`config.mk`:
```
export PLATFORM = sky130hd
export DESIGN_NAME = mem_access_ctrl
export DESIGN_NICKNAME = d
export VERILOG_FILES = /design/src/rtl/mem_access_ctrl.sv
export SDC_FILE = /design/constraint.sdc
export NUM_CORES = 1
export LEC_CHECK = 0
export ABC_CLOCK_PERIOD_IN_PS = 2500
export CORE_UTILIZATION = 37
export CTS_BUF_LIST = sky130_fd_sc_hd__clkbuf_8
export DETAILED_ROUTE_END_ITERATION = 8
export GPL_ROUTABILITY_DRIVEN = 0
export PLACE_DENSITY = 0.84
export SKIP_CTS_REPAIR_TIMING = 1
export SKIP_LAST_GASP = 1
export SLEW_MARGIN = 20
export SYNTH_ARGS = -nofsm -noshare
export SYNTH_HDL_FRONTEND = slang
export SYNTH_SLANG_ARGS = --single-unit
```
`constraint.sdc`:
```
create_clock -name clk -period 2.5 [get_ports clk]
set_clock_uncertainty 0.2 [all_clocks]
set_input_delay 0.25 -clock clk [delete_from_list [all_inputs] [get_ports clk]]
set_output_delay 0.25 -clock clk [all_outputs]
set_load 0.005 [all_outputs]
```
`src/rtl/mem_access_ctrl.sv`:
```
// Front-end that owns a single-port synchronous memory array: fills it on reset/clear,
// then serves one read or write at a time and holds read data until it is consumed.
//
// state   | meaning
// --------+-----------------------------------------------------------
// INIT    | sweeping every address with INIT_VALUE, one word per cycle
// IDLE    | ready for a request or a clear
// RD_WAIT | read address issued, array output arrives this cycle
// RESP    | read data presented, waiting for the consumer to take it
module mem_access_ctrl #(
   parameter int                    DATA_WIDTH = 8,
   parameter int                    ADDR_WIDTH = 4,
   parameter logic [DATA_WIDTH-1:0] INIT_VALUE = '0
) (
   input  logic                  clk,
   input  logic                  rst,
   input  logic                  clr_req,
   input  logic                  req_valid,
   output logic                  req_ready,
   input  logic                  req_we,
   input  logic [ADDR_WIDTH-1:0] req_addr,
   input  logic [DATA_WIDTH-1:0] req_wdata,
   output logic                  rsp_valid,
   input  logic                  rsp_ready,
   output logic [DATA_WIDTH-1:0] rsp_rdata,
   output logic                  init_done,
   output logic                  mem_we,
   output logic [ADDR_WIDTH-1:0] mem_addr,
   output logic [DATA_WIDTH-1:0] mem_din,
   input  logic [DATA_WIDTH-1:0] mem_dout
);

   localparam int                    DEPTH     = 2**ADDR_WIDTH;
   localparam logic [ADDR_WIDTH-1:0] LAST_ADDR = ADDR_WIDTH'(DEPTH - 1);

   typedef enum logic [1:0] {INIT, IDLE, RD_WAIT, RESP} state_t;

   state_t                  state;
   logic [ADDR_WIDTH-1:0]   sweep_cnt;
   logic                    accept;

   // A clear in IDLE masks ready so a coincident request is never half-accepted.
   assign req_ready = (state == IDLE) && !clr_req;
   assign accept    = req_valid && req_ready;
   assign init_done = (state != INIT);

   always_comb begin
      mem_we   = 1'b0;
      mem_addr = req_addr;
      mem_din  = req_wdata;
      case (state)
         INIT: begin
            mem_we   = 1'b1;
            mem_addr = sweep_cnt;
            mem_din  = INIT_VALUE;
         end
         IDLE:    mem_we = accept && req_we;
         default: mem_we = 1'b0;
      endcase
      if (rst) mem_we = 1'b0;
   end

   always_ff @(posedge clk) begin
      if (rst) begin
         state     <= INIT;
         sweep_cnt <= '0;
         rsp_valid <= 1'b0;
         rsp_rdata <= '0;
      end else begin
         case (state)
            INIT: begin
               if (sweep_cnt == LAST_ADDR) begin
                  sweep_cnt <= '0;
                  state     <= IDLE;
               end else begin
                  sweep_cnt <= sweep_cnt + 1'b1;
               end
            end
            IDLE: begin
               if (clr_req)
                  state <= INIT;
               else if (accept && !req_we)
                  state <= RD_WAIT;
            end
            RD_WAIT: begin
               rsp_rdata <= mem_dout;
               rsp_valid <= 1'b1;
               state     <= RESP;
            end
            RESP: begin
               if (rsp_ready) begin
                  rsp_valid <= 1'b0;
                  state     <= IDLE;
               end
            end
            default: state <= INIT;
         endcase
      end
   end

endmodule
```
==> out/qor.csv <==
stage,metric,value,unit
floorplan,row cnt,16,
sta,Setup TNS,0,ns
critical_path,CP Data Arrival Time,1.90,ns
global_route,GRT Util Overall,18.8,%
detailed_routing,DR vias/cell,4.84,
pwr,NetSw,0.000176,W
global_route,gr ovfl total,0,
critical_path,r2r worst-path depth,5,
placed_design,DP Wirelength,1570,um
pwr,sequential group share of total power,40.1,%
cells_and_area,Syn-to-layout area delta,69.9,%
outcome,status,"finished, final reports clean",
detailed_routing,Routed Antenna Nets,0,
clock_tree,CTS buffer count,3,
global_route,vias in the first global route,811,
critical_path,Worst R2R Start,state[1]$_SDFFE_PP0P_,
yosys,number of distinct library cells after synthesis,22,
cells_and_area,layout cell share with drive strength beyond 1,7.25,%
run,Max-cap violations,0,
critical_path,Setup crit start,state[1]$_SDFFE_PP0P_,
sta,fin crit period,2.35,ns
detailed_routing,drt pass-1 iters,4,
floorplan,Initial Util,39.9,%
cells_and_area,antenna diode count,0,
critical_path,CP Class,flop to output port,
detailed_routing,Avg WL per Cell,12.4,um
clock_tree,clock buffer depth,2,
yosys,Post-Syn Nets,120,
sta,Final period util,93.8,%
critical_path,Critical R2R Capture,state[0]$_SDFFE_PP0P_,
sta,worst slew pin tran,0.520,ns
pwr,PD cells,494,nW/um^2
sta,Fin. Hold Viols,0,
global_route,first-pass GRT wire length,3420,um
placed_design,IO Port Bufs,49,
pwr,LEAKAGE,0.527,nW
critical_path,worst setup path end,mem_we,
sta,RSZ-0062 raised after global routing,false,
pwr,peak supply drop,0.395,mV
clock_tree,CTS tree,yes,
sta,hold slack,0.301,ns
critical_path,element type at the critical path start,flop,
global_route,initial antenna violation count,0,
cells_and_area,# nets final,171,
sta,Final Setup Violations,0,
clock_tree,CTS H-tree lvls,1,
yosys,register area share after synthesis,37.6,%
pwr,clock power share,29.2,%
detailed_routing,final WL,2050,um
pwr,Internal Power,0.000494,W
pwr,Net Sw Frac,26.2,%
sta,relative slew slack,65.3,%
detailed_routing,Initial DRC Count,7,
critical_path,CP Capture Type,output port,
floorplan,overall die width,48.5,um
yosys,Synth warnings,0,
clock_tree,"Reg clk slew, reported paths",0.06,ns
floorplan,Die H,48.5,um
sta,Max Freq,426,MHz
clock_tree,clk_lat worst skew,0.25,ns
yosys,synthesized flop and latch total,15,
detailed_routing,vias after detailed routing,799,
pwr,Combinational Power Share,30.7,%
detailed_routing,DR DRC count,0,
critical_path,CP required,2.05,ns
global_route,largest net degree at the start of global routing,17,
min_path,worst hold-check path type,flop to flop,
clock_tree,Clock Root Buffer,clkbuf_8,
floorplan,num ports,50,
clock_tree,clock sinks,15,
floorplan,Core Box Area,2000,um^2
critical_path,flop-to-flop setup slack,0.53,ns
critical_path,critical path peak fanout,4,
yosys,Mapped Cells,88,
yosys,mapped cell area,798,um^2
floorplan,die footprint,2350,um^2
yosys,"Avg Cell Area, Syn",9.07,um^2
sta,max-slew violations,0,
[how the worst min path moves through the flow]
| stage | startpoint | to | slack, ns | depth (start not counted) |
|---|---|---|---|---|
| 6_report | rsp_rdata[1]$_SDFFE_PP0P_ | rsp_rdata[1]$_SDFFE_PP0P_ | 0.30 | 2 |
| 5_1_grt | rsp_rdata[6]$_SDFFE_PP0P_ | rsp_rdata[6]$_SDFFE_PP0P_ | 0.33 | 2 |
| 4_1_cts | rsp_rdata[5]$_SDFFE_PP0P_ | rsp_rdata[5]$_SDFFE_PP0P_ | 0.30 | 2 |
| 3_5_place_dp | rsp_rdata[1]$_SDFFE_PP0P_ | rsp_rdata[1]$_SDFFE_PP0P_ | 0.29 | 2 |
| 3_3_place_gp | rsp_valid$_SDFFE_PP0P_ | rsp_valid$_SDFFE_PP0P_ | 0.27 | 2 |
| 2_1_floorplan | mem_dout[0] | rsp_rdata[0]$_SDFFE_PP0P_ | 0.20 | 2 |
[kinds of logic after synthesis]
logic type	Yosys count	share of synthesized area, %
and+or+nand+nor	34	20.4
AOI/OAI and AO/OA	7	5.96
buffers and inverters	10	5.96
muxes	15	19.6
adders and majority gates	6	9.40
xor gates and xnor gates	1	1.10
DFF	15	37.6
[worst max-delay path: stages, from the launching register on]
cell	delay [ns]
dfxtp_1	0.35
inv_1	0.11
ha_1	0.14
nor2b_1	0.27
a31oi_1	0.15
nor2_1	0.11
clkdlybuf4s50_1	0.51
[power groups by stage]
stage                     sequential [W]  clock [W]  combinational [W]
after floorplan                 0.000269          0          0.0000906
after global placement          0.000272          0           0.000198
after detailed placement        0.000273          0           0.000205
after CTS                       0.000268   0.000200           0.000206
after global routing            0.000270   0.000210           0.000225
final                           0.000269   0.000196           0.000206
[placed cells by master (no fill, tap or decap), types with 3 or more instances in the layout]
cell type	netlist	final
a21oi_1	3	3
clkbuf_8	0	3
clkdlybuf4s50_1	0	49
dfxtp_1	15	15
ha_1	6	5
inv_1	5	6
mux2_2	4	4
mux2i_1	10	10
nand2_1	4	4
nor2_1	15	15
nor2b_1	10	10
[through the flow]
step	power [W]	setup WS [ns]	cells	utilization, %	instance area [um^2]
2_1_floorplan	0.000360	0.696	88	-	798
3_3_place_gp	0.000470	0.348	161	65.4	1310
3_5_place_dp	0.000478	0.326	161	65.4	1310
4_1_cts	0.000674	0.0486	165	67.6	1350
5_1_grt	0.000705	0.0163	165	67.8	1360
6_report	0.000670	0.155	165	67.8	1360
[synthesized netlist by cell type (all sizes together)]
cell type,instances,area share [%]
a21oi,3,1.9
a222oi,1,1.3
a31oi,1,0.78
a41oi,1,1.1
buf,3,2.7
clkbuf,2,0.94
dfxtp,15,38
ha,6,9.4
inv,5,2.4
mux2,5,7.1
mux2i,10,13
nand2,4,1.9
nand2b,1,0.78
nand3,2,1.3
nand3b,1,0.94
nor2,15,7.1
nor2b,10,7.8
nor3,1,0.63
o211ai,1,0.94
xor2,1,1.1
[sequential cells by signal, indices dropped and copies added (netlist names)]
name / count
rsp_valid: 1
rsp_rdata: 8
sweep_cnt: 4
state: 2
[metal layers]
layer / vias to the layer above / share of wire, % / global-route usage [%]
met1: 355 / 38 / 18.9
li1: 389 / - / -
met4: 0 / 2.0 / 11.3
met3: 5 / 13 / 9.12
met5: - / 0 / 0
met2: 50 / 47 / 31.5
[cell type report]
class / count / area, um^2
timing repair buffer: 51 / 505
inverter: 5 / 18.8
clock inverter: 1 / 3.75
sequential: 15 / 300
fill: 164 / 646
clock buffer: 3 / 41.3
tap: 27 / 33.8
multi-input combinational: 63 / 453
(Power assumes the default switching activity.)
